**src/rtl/spi_arbiter_if.sv**
```systemverilog
// Bus bundle between the two SPI requesters, the arbiter and SPI_mnrch.
// The slave modport is the arbiter's view; master is the requester/SPI side.
interface spi_arbiter_if;
  // requester 0
  logic        req0;
  logic [15:0] cmd0;
  logic        gnt0;
  logic        done0;
  // requester 1
  logic        req1;
  logic [15:0] cmd1;
  logic        gnt1;
  logic        done1;
  // shared completion information
  logic [15:0] resp;
  logic        err;
  logic        busy;
  // SPI_mnrch side
  logic        snd;
  logic [15:0] cmd;
  logic        spi_done;
  logic [15:0] spi_resp;

  modport slave (
    input  req0, cmd0, req1, cmd1, spi_done, spi_resp,
    output gnt0, done0, gnt1, done1, resp, err, busy, snd, cmd
  );

  modport master (
    output req0, cmd0, req1, cmd1, spi_done, spi_resp,
    input  gnt0, done0, gnt1, done1, resp, err, busy, snd, cmd
  );
endinterface

```
**src/rtl/spi_arbiter.sv**
```systemverilog
// Round-robin arbiter sharing one SPI_mnrch between two requesters.
// One 16-bit transaction per grant; a watchdog aborts transactions whose
// spi_done never arrives, then waits out the stale frame before releasing.
module spi_arbiter #(
  parameter int TIMEOUT_W = 12
) (
  input  logic          clk,
  input  logic          rst_n,
  spi_arbiter_if.slave  bus
);

  typedef enum logic [2:0] {
    IDLE    = 3'd0,
    LAUNCH  = 3'd1,
    WAIT    = 3'd2,
    RELEASE = 3'd3,
    FLUSH   = 3'd4
  } state_t;

  localparam logic [TIMEOUT_W-1:0] WD_MAX = {TIMEOUT_W{1'b1}};
  localparam logic [TIMEOUT_W-1:0] WD_ONE = {{(TIMEOUT_W-1){1'b0}}, 1'b1};

  state_t                state_r;
  state_t                state_s;
  logic                  owner_r;   // 0: requester 0, 1: requester 1
  logic                  last_r;    // requester served most recently
  logic                  err_r;     // current transaction was aborted
  logic [15:0]           cmd_r;
  logic [15:0]           resp_r;
  logic [TIMEOUT_W-1:0]  wd_r;
  logic                  pick_s;
  logic                  any_req_s;
  logic                  wd_max_s;

  // Owner selection in IDLE: a lone request wins, a tie goes to the one not served last.
  always_comb begin
    pick_s    = 1'b0;
    any_req_s = bus.req0 | bus.req1;
    wd_max_s  = (wd_r == WD_MAX);
    if (bus.req0 && bus.req1) begin
      pick_s = ~last_r;
    end else if (bus.req1) begin
      pick_s = 1'b1;
    end else begin
      pick_s = 1'b0;
    end
  end

  // State register.
  always_ff @(posedge clk or negedge rst_n) begin
    if (!rst_n) begin
      state_r <= IDLE;
    end else begin
      state_r <= state_s;
    end
  end

  // Next-state logic; spi_done only matters in WAIT and FLUSH.
  always_comb begin
    state_s = state_r;
    case (state_r)
      IDLE: begin
        if (any_req_s) begin
          state_s = LAUNCH;
        end else begin
          state_s = IDLE;
        end
      end
      LAUNCH: begin
        state_s = WAIT;
      end
      WAIT: begin
        // A completion on the terminal count still takes the normal path.
        if (bus.spi_done) begin
          state_s = RELEASE;
        end else if (wd_max_s) begin
          state_s = FLUSH;
        end else begin
          state_s = WAIT;
        end
      end
      FLUSH: begin
        // Hold off any new launch until SPI_mnrch finishes the stale frame.
        if (bus.spi_done) begin
          state_s = RELEASE;
        end else begin
          state_s = FLUSH;
        end
      end
      RELEASE: begin
        state_s = IDLE;
      end
      default: begin
        state_s = IDLE;
      end
    endcase
  end

  // Datapath registers: owner/command latch, response capture, watchdog, round-robin pointer.
  always_ff @(posedge clk or negedge rst_n) begin
    if (!rst_n) begin
      owner_r <= 1'b0;
      last_r  <= 1'b1;
      err_r   <= 1'b0;
      cmd_r   <= 16'h0000;
      resp_r  <= 16'h0000;
      wd_r    <= {TIMEOUT_W{1'b0}};
    end else begin
      case (state_r)
        IDLE: begin
          if (any_req_s) begin
            owner_r <= pick_s;
            cmd_r   <= pick_s ? bus.cmd1 : bus.cmd0;
            err_r   <= 1'b0;
          end
        end
        LAUNCH: begin
          wd_r <= {TIMEOUT_W{1'b0}};
        end
        WAIT: begin
          if (bus.spi_done) begin
            resp_r <= bus.spi_resp;
          end else if (wd_max_s) begin
            resp_r <= 16'hFFFF;
            err_r  <= 1'b1;
          end else begin
            wd_r <= wd_r + WD_ONE;
          end
        end
        FLUSH: begin
          // Stale spi_resp is discarded; resp already holds the abort value.
          resp_r <= resp_r;
        end
        RELEASE: begin
          last_r <= owner_r;
        end
        default: begin
          owner_r <= owner_r;
        end
      endcase
    end
  end

  // Output decode from registered state; no path from reqX to snd.
  always_comb begin
    bus.gnt0  = 1'b0;
    bus.gnt1  = 1'b0;
    bus.done0 = 1'b0;
    bus.done1 = 1'b0;
    bus.err   = 1'b0;
    bus.snd   = 1'b0;
    bus.busy  = 1'b0;
    bus.cmd   = cmd_r;
    bus.resp  = resp_r;
    case (state_r)
      IDLE: begin
        bus.busy = 1'b0;
      end
      LAUNCH: begin
        bus.busy = 1'b1;
        bus.snd  = 1'b1;
        bus.gnt0 = ~owner_r;
        bus.gnt1 = owner_r;
      end
      WAIT, FLUSH: begin
        bus.busy = 1'b1;
        bus.gnt0 = ~owner_r;
        bus.gnt1 = owner_r;
      end
      RELEASE: begin
        bus.busy  = 1'b1;
        bus.done0 = ~owner_r;
        bus.done1 = owner_r;
        bus.err   = err_r;
      end
      default: begin
        bus.busy = 1'b1;
      end
    endcase
  end

endmodule

```
**src/flat_wrapper.sv**
```systemverilog
// flat-port wrapper written by rule: the top's interface ports become plain ports
module spi_arbiter_flat 
#(
  parameter int TIMEOUT_W = 12
)
  (clk, rst_n, bus_req0, bus_cmd0, bus_req1, bus_cmd1, bus_spi_done, bus_spi_resp, bus_gnt0, bus_done0, bus_gnt1, bus_done1, bus_resp, bus_err, bus_busy, bus_snd, bus_cmd);
  spi_arbiter_if bus_i ();
  input  logic clk;
  input  logic rst_n;
  input wire logic [$bits(bus_i.req0)-1:0] bus_req0;
  input wire logic [$bits(bus_i.cmd0)-1:0] bus_cmd0;
  input wire logic [$bits(bus_i.req1)-1:0] bus_req1;
  input wire logic [$bits(bus_i.cmd1)-1:0] bus_cmd1;
  input wire logic [$bits(bus_i.spi_done)-1:0] bus_spi_done;
  input wire logic [$bits(bus_i.spi_resp)-1:0] bus_spi_resp;
  output wire logic [$bits(bus_i.gnt0)-1:0] bus_gnt0;
  output wire logic [$bits(bus_i.done0)-1:0] bus_done0;
  output wire logic [$bits(bus_i.gnt1)-1:0] bus_gnt1;
  output wire logic [$bits(bus_i.done1)-1:0] bus_done1;
  output wire logic [$bits(bus_i.resp)-1:0] bus_resp;
  output wire logic [$bits(bus_i.err)-1:0] bus_err;
  output wire logic [$bits(bus_i.busy)-1:0] bus_busy;
  output wire logic [$bits(bus_i.snd)-1:0] bus_snd;
  output wire logic [$bits(bus_i.cmd)-1:0] bus_cmd;
  assign bus_i.req0 = bus_req0;
  assign bus_i.cmd0 = bus_cmd0;
  assign bus_i.req1 = bus_req1;
  assign bus_i.cmd1 = bus_cmd1;
  assign bus_i.spi_done = bus_spi_done;
  assign bus_i.spi_resp = bus_spi_resp;
  assign bus_gnt0 = bus_i.gnt0;
  assign bus_done0 = bus_i.done0;
  assign bus_gnt1 = bus_i.gnt1;
  assign bus_done1 = bus_i.done1;
  assign bus_resp = bus_i.resp;
  assign bus_err = bus_i.err;
  assign bus_busy = bus_i.busy;
  assign bus_snd = bus_i.snd;
  assign bus_cmd = bus_i.cmd;
  spi_arbiter #(.TIMEOUT_W(TIMEOUT_W)) u_core (.clk(clk), .rst_n(rst_n), .bus(bus_i));
endmodule
```
**config.mk**
```make
export PLATFORM = sky130hd
export DESIGN_NAME = spi_arbiter_flat
export DESIGN_NICKNAME = d
export VERILOG_FILES = /design/src/rtl/spi_arbiter_if.sv /design/src/rtl/spi_arbiter.sv /design/src/flat_wrapper.sv
export SDC_FILE = /design/constraint.sdc
export NUM_CORES = 1
export LEC_CHECK = 0
export ABC_AREA = 1
export CAP_MARGIN = 10
export CORE_UTILIZATION = 40
export DETAILED_ROUTE_END_ITERATION = 7
export GPL_ROUTABILITY_DRIVEN = 1
export GPL_TIMING_DRIVEN = 1
export HOLD_SLACK_MARGIN = 0.12
export PLACE_DENSITY = 0.76
export SETUP_SLACK_MARGIN = 0.02
export SLEW_MARGIN = 40
export SYNTH_ARGS = -nofsm -noshare
export SYNTH_HDL_FRONTEND = slang
export SYNTH_SLANG_ARGS = --single-unit
```
**constraint.sdc**
```tcl
create_clock -name clk -period 1.5 [get_ports clk]
set_input_delay 0.3 -clock clk [delete_from_list [all_inputs] [get_ports clk]]
set_output_delay 0.3 -clock clk [all_outputs]
set_load 0.05 [all_outputs]
```
; ---- Word level (Yosys, flattened, before mapping)
; Cells that the tools add are included.
[totals]
word_cells = 54
out_inout_bits = 39
in_bits = 53
reg_bits = 50
[op_classes]
n_mux = 24
eq_ne = 9
reduce_logical = 10
addsub = 1
bitwise = 3
[ops]
columns = op, n
row1 = 16-bit two-way mux, 3
row2 = 12-bit two-way mux, 2
row3 = 12-bit case mux with 2 select lines, 1
row4 = 1-bit two-way mux, 13
row5 = "12-bit by 1-bit adder with 12-bit output, second input constant", 1
row6 = "12-bit equality test, second input constant", 1
row7 = 3-bit case mux with 4 select lines, 1
row8 = 3-bit two-way mux, 3
row9 = "3-bit by 2-bit equality test with 1-bit output, second input constant", 2
row10 = 2-bit nonzero test, 3
row11 = "2-bit by 1-bit != test with 1-bit output, second input constant", 2
row12 = "2-bit != test, second input constant", 2
row13 = 2-bit AND reduction, 2
row14 = 4-bit AND reduction, 1
row15 = "3-bit by 1-bit equality test with 1-bit output, second input constant", 1
row16 = "3-bit equality test, second input constant", 1
row17 = 3-bit zero test, 1
row18 = 3-bit AND reduction, 1
row19 = 3-bit OR reduction, 1
row20 = 1-bit NOT, 2
row21 = 1-bit case mux with 2 select lines, 1
row22 = 1-bit logical AND, 1
row23 = 1-bit bitwise OR, 1

; ---- Depth between registers and ports, before layout
; Gate-level depths: netlist of the first run.
[logic_depth]
ltp_word = 4
depth_mapped = 10
ltp_nobuf = 9

; ---- Least setup slack after synthesis of the first run
; OpenSTA, ideal clock, no wires.
[synth_path]
kind = register to output
startpoint = register u_core.state_r[1]
endpoint = output port bus_gnt0
slack_ns = -1.101
t_required_ns = 1.200
path_stages_with_launch = 8
arrival_ns = 2.301
path_buffers = 0
path_cell_list = dfrtp_1 -> inv_1 -> nand2_1 -> nor2_1 -> inv_1 -> nand2_4 -> nor2_1 -> nor2_1
[synth_between]
elab_chain_cells = 3
word_cells_on_any_way = 5
cone_classes = 3 x eq/ne / 1 x mux / 1 x reduce/logical
[synth_lines]
columns = item, line
row1 = from (decl), spi_arbiter.sv:23  ; state_t state_r;
row2 = from (signal assigned), spi_arbiter.sv:54  ; state_r <= state_s;
row3 = "3-bit equality test, or another cell as far along", spi_arbiter.sv:155  ; case (state_r)
row4 = 3-bit OR reduction (no source line) (*), --
row5 = 1-bit two-way mux (*), --
row6 = to (decl), flat_wrapper.sv:16  ; output wire logic [$bits(bus_i.gnt0)-1:0] bus_gnt0;
; Every way passes the cells marked *; elsewhere a longest branch is shown, timed or not.

; ---- Final worst setup path of the first run
[layout_path]
startpoint = register u_core.state_r[0]
endpoint = output port bus_gnt1
[layout_between]
elab_chain_cells = 3
word_cells_on_any_way = 5
cone_classes = 3 x eq/ne / 1 x mux / 1 x reduce/logical
[layout_lines]
columns = item, line
row1 = "3-bit equality test, or another cell as far along", spi_arbiter.sv:155
row2 = 3-bit OR reduction (no source line) (*), --
row3 = 1-bit two-way mux (*), spi_arbiter.sv:155
row4 = to (decl), flat_wrapper.sv:18  ; output wire logic [$bits(bus_i.gnt1)-1:0] bus_gnt1;
; Marked as above.

==> results of run 1 <==
[power groups by stage]
stage	logic, mW	registers (mW)	clock network, mW
4_1_cts	6.14	2.42	0.986
3_3_place_gp	5.98	2.41	0
5_1_grt	7.45	2.60	1.05
6_report	7.12	2.53	0.981
2_1_floorplan	1.72	3.69	0
3_5_place_dp	6.09	2.42	0
[Yosys cell counts]
master    number  area, sq um
nor3_4         1         16.3
inv_2          3         11.3
o21ai_1       18         90.1
a21oi_4        1         16.3
ha_1           1         12.5
buf_2          3         15.0
nor2_2         2         12.5
o22ai_1        1         6.26
clkinv_1       1         3.75
nand2_4        4         45.0
inv_1         17         63.8
o21ai_0       30          150
buf_4          3         22.5
nor3b_1        1         7.51
dfrtp_1       49         1230
dfstp_2        1         26.3
nand3_1       11         55.1
clkbuf_1       3         11.3
nand2_1       91          342
nor3_1         1         5.00
nand2_2        1         6.26
buf_6          2         22.5
nand4_1        5         31.3
a21oi_1        7         35.0
nand3_2        1         10.0
o21ai_2        6         52.6
nor2_1        58          218
o211ai_1       1         7.51
[placed cells by master (no fill, tap or decap), types with 4 or more instances in the layout]
cell type | Yosys | routed
a21oi_1 | 7 | 5
nor2_1 | 58 | 48
nand2_8 | 0 | 4
nand3_1 | 11 | 8
nand4_1 | 5 | 5
nor2_2 | 2 | 6
clkdlybuf4s50_1 | 0 | 51
buf_12 | 0 | 43
buf_4 | 3 | 20
inv_1 | 17 | 15
o21ai_2 | 6 | 12
nand2_4 | 4 | 13
o21ai_1 | 18 | 16
buf_6 | 2 | 10
o21ai_0 | 30 | 26
dfrtp_1 | 49 | 48
nor2_4 | 0 | 6
nand2_2 | 1 | 15
nand2_1 | 91 | 66
clkbuf_8 | 0 | 5
[flip-flops by register name, indices dropped and copies added (netlist names)]
signal	cells
u_core.err_r	1
u_core.bus.cmd	16
u_core.bus.resp	16
u_core.owner_r	1
u_core.last_r	1
u_core.wd_r	12
u_core.state_r	3
[path summary, 6_finish.rpt]
| path | from | endpoint | slack [ps] | depth (start not counted) |
|---|---|---|---|---|
| max in group asynchronous | rst_n | u_core.last_r$_DFFE_PN1N_ | 730 | 3 |
| min in group clk | u_core.last_r$_DFFE_PN1N_ | u_core.last_r$_DFFE_PN1N_ | 520 | 2 |
| hold reg to reg | u_core.last_r$_DFFE_PN1N_ | u_core.last_r$_DFFE_PN1N_ | 520 | 2 |
| setup reg to reg | u_core.state_r[0]$_DFF_PN0_ | u_core.wd_r[8]$_DFFE_PN0P_ | -170 | 11 |
| setup / recovery | u_core.state_r[0]$_DFF_PN0_ | bus_gnt1 | -330 | 8 |
| hold / removal | rst_n | u_core.bus.resp[0]$_DFFE_PN0P_ | 500 | 3 |
[layout make-up]
type,count,area [sq um],share of cell area
Inverter,21,83.8,0.0179
Tap cell,75,93.8,0.0201
Clock buffer,5,68.8,0.0147
Multi-Input combinational cell,243,1420,0.303
Sequential cell,50,1250,0.268
Clock inverter,3,43.8,0.00936
Timing Repair Buffer,129,1710,0.367
[kinds of logic (layout without fill, tap and decap cells)]
| family | count (synthesis) | in the layout | synth area share |
|---|---|---|---|
| and+or+nand+nor | 176 | 178 | 0.297 |
| AOI/OAI and AO/OA | 64 | 64 | 0.142 |
| DFF | 50 | 50 | 0.497 |
| buffers and inverters | 32 | 158 | 0.0595 |
| adders and majority gates | 1 | 1 | 0.00496 |
[through the flow]
stage / TNS (ps) / worst slack (ps)
floorplan: -1490 / -194
global placement: -1020 / -71.4
detailed placement: -2390 / -169
CTS: -1290 / -285
global route: -7010 / -382
finish: -4210 / -331
[worst max-delay path, cell delays in order (launching register included)]
cell	delay, ps
dfrtp_1	420
buf_6	140
nand2_2	80
nor2_4	130
inv_2	70
nand2_4	70
nor2_4	50
nor2_4	100
buf_12	140
[what timing repair did]
| item | in CTS | in global routing |
|---|---|---|
| buffers inserted | 3 | 11 |
| endpoints found under the hold margin | 49 | 0 |
| setup endpoints to repair | 47 | 54 |
| hold buffers | 1 | 0 |
| pin swaps | 8 | 21 |
| cloned | 0 | 5 |
| resized for setup | 8 | 73 |
[per-layer routing]
metal | up-vias | global-route usage | wire (microns)
met5 | - | 0 | 0
met3 | 35 | 0.0888 | 776
li1 | 1299 | - | -
met2 | 151 | 0.403 | 4320
met1 | 1307 | 0.244 | 3070
met4 | 0 | 0.0714 | 280
==> reports/qor.yml, run 1 <==
logic_synthesis:
  avgSynthCellArea_sq_um: 7.81
  synth_cell_type_count: 28
  synthCells: 323
  syn-cell-area_sq_mm: 0.00252
  ys_seq_area_frac: 0.497
  syn_nets: 377
  yosysWarnings: 0
  synth_seq_cells: 50
clock_network:
  cts.sinks: 50
  path_clk_slew_ps: 100
  cts.path.max_buffers: 2
  numCtsBuffers: 5
  root_buffer: "clkbuf_8"
  clock_latency_ps: 320
  h-tree-depth: 2
  cts_tree: "yes"
cells_and_area:
  diodes: 0
  fillCellCount: 359
  stdcell_count: 526
  nets: 504
  final_util: 0.781
  area_delta_synth_final_pct: 85.5
  final_cell_area_sq_mm: 0.00468
  drive_above_1_share: 0.350
floorplanning:
  die_x_microns: 81.4
  die-area_sq_mm: 0.00662
  row_count: 28
  fp.dieH_microns: 81.4
  initial_utilization: 0.421
  io_pins: 92
  core_area_sq_mm: 0.00599
grt:
  grt_max_degree: 51
  antenna_found_initial: 0
  grt_pass1_wl_microns: 11300
  grt.total_usage: 0.226
  grt_pass1_vias: 2569
  gr-total-overflow: 0
timing:
  fmax_ghz: 0.546
  clock_skew_ps: 8.33
  period_share: 1.22
  finalSetupViolCount: 37
  whs_ps: 497
  worst_slack_ps: -331
  slew_viol_final: 0
  tightest_slew_ps: 397
  maxSlewHeadroom: 0.735
  finalHoldViolCount: 0
  post-route-min-period_ps: 1830
  rsz0062_at_grt: "yes"
route:
  wl_per_cell_microns: 16.1
  drcViolationCount: 0
  drtIter0Drc: 277
  antenna_left: 0
  vias: 2792
  via_per_inst: 5.31
  dr.pass1.iters: 5
  routed_wirelength_microns: 8450
placed_design:
  placed_cells: 500
  numPortBuffers: 91
  gp_congestion: 0.835
  post-dp-hpwl_microns: 5100
  postPlaceCellArea_sq_mm: 0.00408
hold_path:
  hp-class: "input pin to asynchronous set/reset pin"
pwr:
  power_mw: 10.6
  p_per_area_mw_per_mm2: 2270
  power.switching_mw: 4.91
  combPwrFrac: 0.669
  p_leak_nw: 2.05
  switching_share: 0.462
  vdd_ir_drop_max_mv: 1.60
  power.internal_mw: 5.72
  clkPwrFrac: 0.092
  seqPwrFrac: 0.238
worst_setup_path:
  cp_max_fo: 3
  cp-start-kind: "register"
  critical_path_arrival_ps: 1530
  required_ps: 1200
  cp-end-kind: "output pin"
  path_class: "register to output pin"
run_status:
  status: "complete, but fails checks"
  violations: "setup timing"
job:
  drv_cap: 0
(Power assumes the default switching activity.)
==> inputs of run 2 (changes only) <==
Settings changed: CAP_MARGIN 10 to 5, PLACE_DENSITY 0.76 to 0.84.
==> run 2 against run 1 <==
Effect of this change:
- the run still ends with setup timing left
- sequential power is essentially flat
- sequential cell count is the same
- worst setup slack gained 22 ps
- design area shrank 0.86%
==> reports/qor.yml, run 2 (synthesis gave the netlist of run 1 again) <==
floorplanning:
  core_area_sq_mm: 0.00599  # unchanged
  initial_utilization: 0.421  # unchanged
  row_count: 28  # unchanged
  die_x_microns: 81.4  # unchanged
  fp.dieH_microns: 81.4  # unchanged
  io_pins: 92  # unchanged
  die-area_sq_mm: 0.00662  # unchanged
cells_and_area:
  final_common_cell: "nand2_1"  # unchanged
  area_delta_synth_final_pct: 83.9  # was 85.5%
  drive_above_1_share: 0.351  # was 0.350
  fillCellCount: 336  # was 359
  final_cell_mix: "70 x nand2_1, 51 x clkdlybuf4s50_1, 47 x nor2_1, 47 x dfrtp_1, 41 x buf_12"  # was 66 x nand2_1, 51 x clkdlybuf4s50_1, 48 x nor2_1, 48 x dfrtp_1, 43 x buf_12
  nets: 503  # was 504
  diodes: 0  # unchanged
  final_cell_area_sq_mm: 0.00464  # was 0.00468 sq mm
worst_setup_path:
  crit_top_cell: "nor2_4"  # unchanged
  critPathBufInv: 3  # unchanged
  critical_path_arrival_ps: 1510  # was 1530 ps
  required_ps: 1200  # about the same
  critical-path-max-stage-delay_ps: 460  # was 420 ps
  slowest_stage: "dfrtp_2"  # was dfrtp_1
  rr_worst_depth: 11  # unchanged
  crit_chain: "inv_4, nand2_4, nor2_4, inv_2, nand2_4, nor2_4, nor2_4, buf_12"  # was buf_6, nand2_2, nor2_4, inv_2, nand2_4, nor2_4, nor2_4, buf_12
  path_class: "register to output pin"  # unchanged
  cp-start-kind: "register"  # unchanged
  critical_path_depth: 8  # unchanged
  crit_family: "flip-flops"  # was simple AND/OR/NAND/NOR gates
  cp_max_fo: 3  # unchanged
  cp-end-kind: "output pin"  # unchanged
timing:
  finalHoldViolCount: 0  # unchanged
  worst_slack_ps: -309  # was -331 ps
  fmax_ghz: 0.553  # was 0.546 GHz
  rsz0062_at_grt: "yes"  # unchanged
  maxSlewHeadroom: 0.727  # was 0.735
  period_share: 1.21  # was 1.22
  tightest_slew_ps: 409  # was 397 ps
  post-route-min-period_ps: 1810  # was 1830 ps
  finalSetupViolCount: 32  # was 37
  slew_viol_final: 0  # unchanged
  clock_skew_ps: 17.0  # was 8.33 ps
route:
  dr.pass1.iters: 5  # unchanged
  drtIter0Drc: 247  # was 277
  drcViolationCount: 0  # unchanged
  antenna_left: 0  # unchanged
  via_per_inst: 5.65  # was 5.31
  wl_per_cell_microns: 18.0  # was 16.1 microns
  routed_wirelength_microns: 9470  # was 8450 microns
  vias: 2967  # was 2792
clock_network:
  h-tree-depth: 2  # unchanged
  path_clk_slew_ps: 110  # was 100 ps
  clock_latency_ps: 330  # was 320 ps
  root_buffer: "clkbuf_8"  # unchanged
  cts.path.max_buffers: 2  # unchanged
  numCtsBuffers: 5  # unchanged
  cts_tree: "yes"  # unchanged
  cts.sinks: 50  # unchanged
pwr:
  vdd_ir_drop_max_mv: 1.54  # was 1.60 mV
  combPwrFrac: 0.666  # was 0.669
  p_leak_nw: 2.06  # was 2.05 nW
  p_per_area_mw_per_mm2: 2260  # was 2270 mW/mm^2
  seqPwrFrac: 0.245  # was 0.238
  power_mw: 10.5  # was 10.6 mW
  power.switching_mw: 4.99  # was 4.91 mW
  power.internal_mw: 5.48  # was 5.72 mW
  clkPwrFrac: 0.089  # was 0.092
  switching_share: 0.477  # was 0.462
grt:
  grt.total_usage: 0.229  # was 0.226
  gr-total-overflow: 0  # unchanged
  grt_pass1_wl_microns: 11400  # was 11300 microns
  grt_max_degree: 51  # unchanged
  grt_pass1_vias: 2496  # was 2569
  antenna_found_initial: 0  # unchanged
run_status:
  status: "complete, but fails checks"  # unchanged
  violations: "setup timing"  # unchanged
placed_design:
  numPortBuffers: 91  # unchanged
  postPlaceCellArea_sq_mm: 0.00405  # was 0.00408 sq mm
  gp_congestion: 0.863  # was 0.835
  post-dp-hpwl_microns: 5280  # was 5100 microns
hold_path:
  hp-class: "input pin to asynchronous set/reset pin"  # unchanged
job:
  drv_cap: 0  # unchanged
[run 2: cell types whose count changed in the layout (fill, tap and decap cells not counted), moves of 2 or more]
| cell | delta |
|---|---|
| nand2_2 | -10 |
| nand2_4 | +6 |
| nand2_1 | +4 |
| buf_4 | +3 |
| inv_2 | +3 |
| o21ai_1 | -3 |
| buf_12 | -2 |
| clkbuf_8 | +2 |
| inv_1 | -2 |
| nand3_2 | +2 |
| o21ai_0 | +2 |
[run 2: path summary, 6_finish.rpt]
kind | end | start | slack [ps]
min in group clk | u_core.last_r$_DFFE_PN1N_ | u_core.last_r$_DFFE_PN1N_ | 520
worst min register to register | u_core.last_r$_DFFE_PN1N_ | u_core.last_r$_DFFE_PN1N_ | 520
worst min-delay path | u_core.wd_r[11]$_DFFE_PN0P_ | rst_n | 480
worst max-delay path | bus_gnt1 | u_core.state_r[1]$_DFF_PN0_ | -310
worst max register to register | u_core.wd_r[7]$_DFFE_PN0P_ | u_core.wd_r[1]$_DFFE_PN0P_ | -160
max in group asynchronous | u_core.last_r$_DFFE_PN1N_ | rst_n | 730
[run 2: power by group through the flow]
stage	logic [mW]	registers, mW	clock network [mW]
floorplan	1.72	3.69	0
global placement	5.96	2.40	0
detailed placement	6.08	2.43	0
CTS	6.22	2.42	0.884
global route	7.27	2.61	0.966
finish	6.97	2.56	0.930
[run 2: timing repair]
action / in CTS / in global routing
endpoints found under the setup margin: 35 / 47
hold buffers: 1 / 0
pin swaps: 8 / 16
gates resized for setup: 16 / 64
hold endpoints to repair: 49 / 0
gates cloned: 1 / 4
setup buffers: 6 / 12
[run 2: worst reg2reg max path: cells and delay by family, from the launching register on]
family,cells,cell delay (ps)
buffers and inverters,3,350
DFF,1,410
and+or+nand+nor,8,850
[run 2: cell type report]
class,instances,area (sq um),area share
flip-flops and latches,50,1250,0.271
repair buffers,129,1680,0.362
inverters,21,81.3,0.0175
well taps,75,93.8,0.0202
clock buffers,7,96.3,0.0208
clock inverters,1,8.76,0.00189
multi-input cells,242,1420,0.307
[run 2: per-layer routing]
layer,GRT usage,up-vias,part of all wire
li1,-,1297,-
met1,0.253,1423,0.34
met2,0.389,193,0.52
met3,0.0978,54,0.10
met4,0.0857,0,0.046
met5,0,-,0
[run 2: metrics by stage]
stage | cells | util | TNS (ps) | worst slack [ps] | hold WS [ps]
5_1_grt | 525 | 0.774 | -5780 | -372 | 522
3_5_place_dp | 496 | 0.676 | -4330 | -229 | 309
4_1_cts | 510 | 0.707 | -1170 | -248 | 517
2_1_floorplan | 323 | - | -1490 | -194 | 4.41
3_3_place_gp | 496 | 0.676 | -1820 | -71.7 | 308
6_report | 525 | 0.774 | -3150 | -309 | 478
==> inputs of run 3 (changes only) <==
Settings changed: ABC_CLOCK_PERIOD_IN_PS set to 1500, CORE_MARGIN set to 3.
==> run 3 against run 2 <==
Effect of this change:
- non-clock buffer count stayed put
- count of clock-buffer cells in the layout is 1 lower
- power shrank 0.14%
- core utilization is 0.14 points lower
- the run still ends with setup timing left
- global-route usage decreased by 1.1 points
- critical path depth did not move
- clock skew decreased by 7.2 ps
- hold slack better by 31 ps
- sequential share of layout area decreased by 0.14 points
- largest cell class unchanged
- wire length is 5.7% lower
- highest routed layer unchanged
==> reports/qor.yml, run 3 (synthesis gave the netlist of run 1 again) <==
floorplanning:
  die-area_sq_mm: 0.00729  # was 0.00662 sq mm
  die_x_microns: 85.4  # was 81.4 microns
  fp.dieH_microns: 85.4  # was 81.4 microns
  core_area_sq_mm: 0.00603  # was 0.00599 sq mm
  initial_utilization: 0.418  # was 0.421
  row_count: 28  # unchanged
  io_pins: 92  # unchanged
timing:
  finalSetupViolCount: 32  # unchanged
  tightest_slew_ps: 434  # was 409 ps
  rsz0062_at_grt: "yes"  # unchanged
  fin_tns_setup_ps: -3380  # was -3150 ps
  clock_skew_ps: 9.73  # was 17.0 ps
  post-route-min-period_ps: 1830  # was 1810 ps
  finalHoldViolCount: 0  # unchanged
  worst_slack_ps: -330  # was -309 ps
  period_share: 1.22  # was 1.21
  slew_viol_final: 0  # unchanged
  fmax_ghz: 0.546  # was 0.553 GHz
  maxSlewHeadroom: 0.710  # was 0.727
cells_and_area:
  final_cell_mix: "72 x nand2_1, 51 x clkdlybuf4s50_1, 49 x nor2_1, 48 x dfrtp_1, 42 x buf_12"  # was 70 x nand2_1, 51 x clkdlybuf4s50_1, 47 x nor2_1, 47 x dfrtp_1, 41 x buf_12
  final_util: 0.773  # was 0.774
  final_cell_area_sq_mm: 0.00466  # was 0.00464 sq mm
  ff_latch_area_sq_mm: 0.00125  # about the same
  multi_input_area_sq_mm: 0.00145  # was 0.00142 sq mm
  stdcell_count: 523  # was 525
  diodes: 0  # unchanged
  area_delta_synth_final_pct: 84.7  # was 83.9%
  drive_above_1_share: 0.344  # was 0.351
  nets: 502  # was 503
  final_common_cell: "nand2_1"  # unchanged
  fillCellCount: 360  # was 336
run_status:
  status: "complete, but fails checks"  # unchanged
  violations: "setup timing"  # unchanged
route:
  wl_per_cell_microns: 17.1  # was 18.0 microns
  vias: 2817  # was 2967
  routed_wirelength_microns: 8930  # was 9470 microns
  drtIter0Drc: 171  # was 247
  via_per_inst: 5.39  # was 5.65
  antenna_left: 0  # unchanged
  drcViolationCount: 0  # unchanged
  dr.pass1.iters: 5  # unchanged
grt:
  grt_pass1_vias: 2805  # was 2496
  grt.total_usage: 0.218  # was 0.229
  grt_pass1_wl_microns: 12800  # was 11400 microns
  gr-total-overflow: 0  # unchanged
  antenna_found_initial: 0  # unchanged
  grt_max_degree: 51  # unchanged
clock_network:
  cts.path.max_buffers: 2  # unchanged
  numCtsBuffers: 5  # unchanged
  cts_tree: "yes"  # unchanged
  cts.sinks: 50  # unchanged
  h-tree-depth: 2  # unchanged
  clock_latency_ps: 310  # was 330 ps
  path_clk_slew_ps: 90  # was 110 ps
  root_buffer: "clkbuf_8"  # unchanged
pwr:
  p_leak_nw: 2.05  # was 2.06 nW
  p_per_area_mw_per_mm2: 2250  # was 2260 mW/mm^2
  vdd_ir_drop_max_mv: 1.87  # was 1.54 mV
worst_setup_path:
  crit_chain: "inv_2, nand2_4, nor2_4, inv_2, nand2_4, nor2_4, nor2_4, buf_12"  # was inv_4, nand2_4, nor2_4, inv_2, nand2_4, nor2_4, nor2_4, buf_12
  path_class: "register to output pin"  # unchanged
  critical_path_arrival_ps: 1530  # was 1510 ps
  crit_family: "simple AND/OR/NAND/NOR gates"  # was flip-flops
  slowest_stage: "dfrtp_1"  # was dfrtp_2
  cp-start-kind: "register"  # unchanged
  crit_top_cell: "nor2_4"  # unchanged
  critPathBufInv: 3  # unchanged
  cp-end-kind: "output pin"  # unchanged
  cp_max_fo: 3  # unchanged
  required_ps: 1200  # about the same
  critical-path-max-stage-delay_ps: 430  # was 460 ps
placed_design:
  numPortBuffers: 91  # unchanged
  placed_cells: 497  # was 496
  post-dp-hpwl_microns: 5040  # was 5280 microns
  postPlaceCellArea_sq_mm: 0.00406  # was 0.00405 sq mm
  gp_congestion: 0.888  # was 0.863
hold_path:
  hp-class: "input pin to asynchronous set/reset pin"  # unchanged
job:
  drv_cap: 0  # unchanged
[run 3: per-layer routing]
metal  share of wire  up-vias  wire [microns]  global-route usage
met4           0.030        0             265              0.0748
li1                -     1300               -                   -
met3           0.081       30             725              0.0621
met2            0.54      160            4810               0.400
met1            0.35     1327            3130               0.238
met5               0        -               0                   0
[run 3: through the flow]
step | power, mW | setup slack [ps] | hold slack [ps]
finish | 10.5 | -330 | 509
global route | 10.9 | -396 | 532
CTS | 9.76 | -257 | 508
detailed placement | 8.49 | -178 | 309
global placement | 8.35 | -68.9 | 309
floorplan | 5.41 | -194 | 4.41
[run 3: report_power, final]
part	total, mW	internal [mW]	leakage [nW]	switching (mW)
Sequential	2.57	1.86	0.627	0.705
Clock	0.766	0.321	0.0373	0.445
Combinational	7.12	3.33	1.39	3.79
[run 3: final timing paths]
kind                            slack (ps)                              end                   startpoint  cells past startpoint
worst min register to register         510        u_core.last_r$_DFFE_PN1N_    u_core.last_r$_DFFE_PN1N_                      2
max in group asynchronous              720        u_core.last_r$_DFFE_PN1N_                        rst_n                      3
worst max-delay path                  -330                         bus_gnt1  u_core.state_r[1]$_DFF_PN0_                      8
worst max register to register        -190       u_core.wd_r[4]$_DFFE_PN0P_  u_core.state_r[0]$_DFF_PN0_                      8
worst min-delay path                   510  u_core.bus.resp[15]$_DFFE_PN0P_                        rst_n                      3
min in group clk                       510        u_core.last_r$_DFFE_PN1N_    u_core.last_r$_DFFE_PN1N_                      2
[run 3: worst register-to-register path, delay by kind of cell (launching register included)]
kind / cells / cell delay [ps]
simple gates: 3 / 400
compound gates: 2 / 400
flops: 1 / 430
buf+inv: 3 / 420
[run 3: timing repair]
action                                 4_1_cts  5_1_grt
hold buffers                                 1        0
endpoints found under the hold margin       49        0
resized for setup                           46       45
setup buffers                               11       10
setup endpoints to repair                   46       50
cloned                                       3        0
pin swaps                                   11       12
[run 3: cell type report]
class / count / area share
repair buffers: 129 / 0.365
multi-input cells: 241 / 0.311
well taps: 75 / 0.0202
flip-flops and latches: 50 / 0.269
clock buffers: 6 / 0.0156
clock inverters: 1 / 0.00161
inverters: 21 / 0.0169
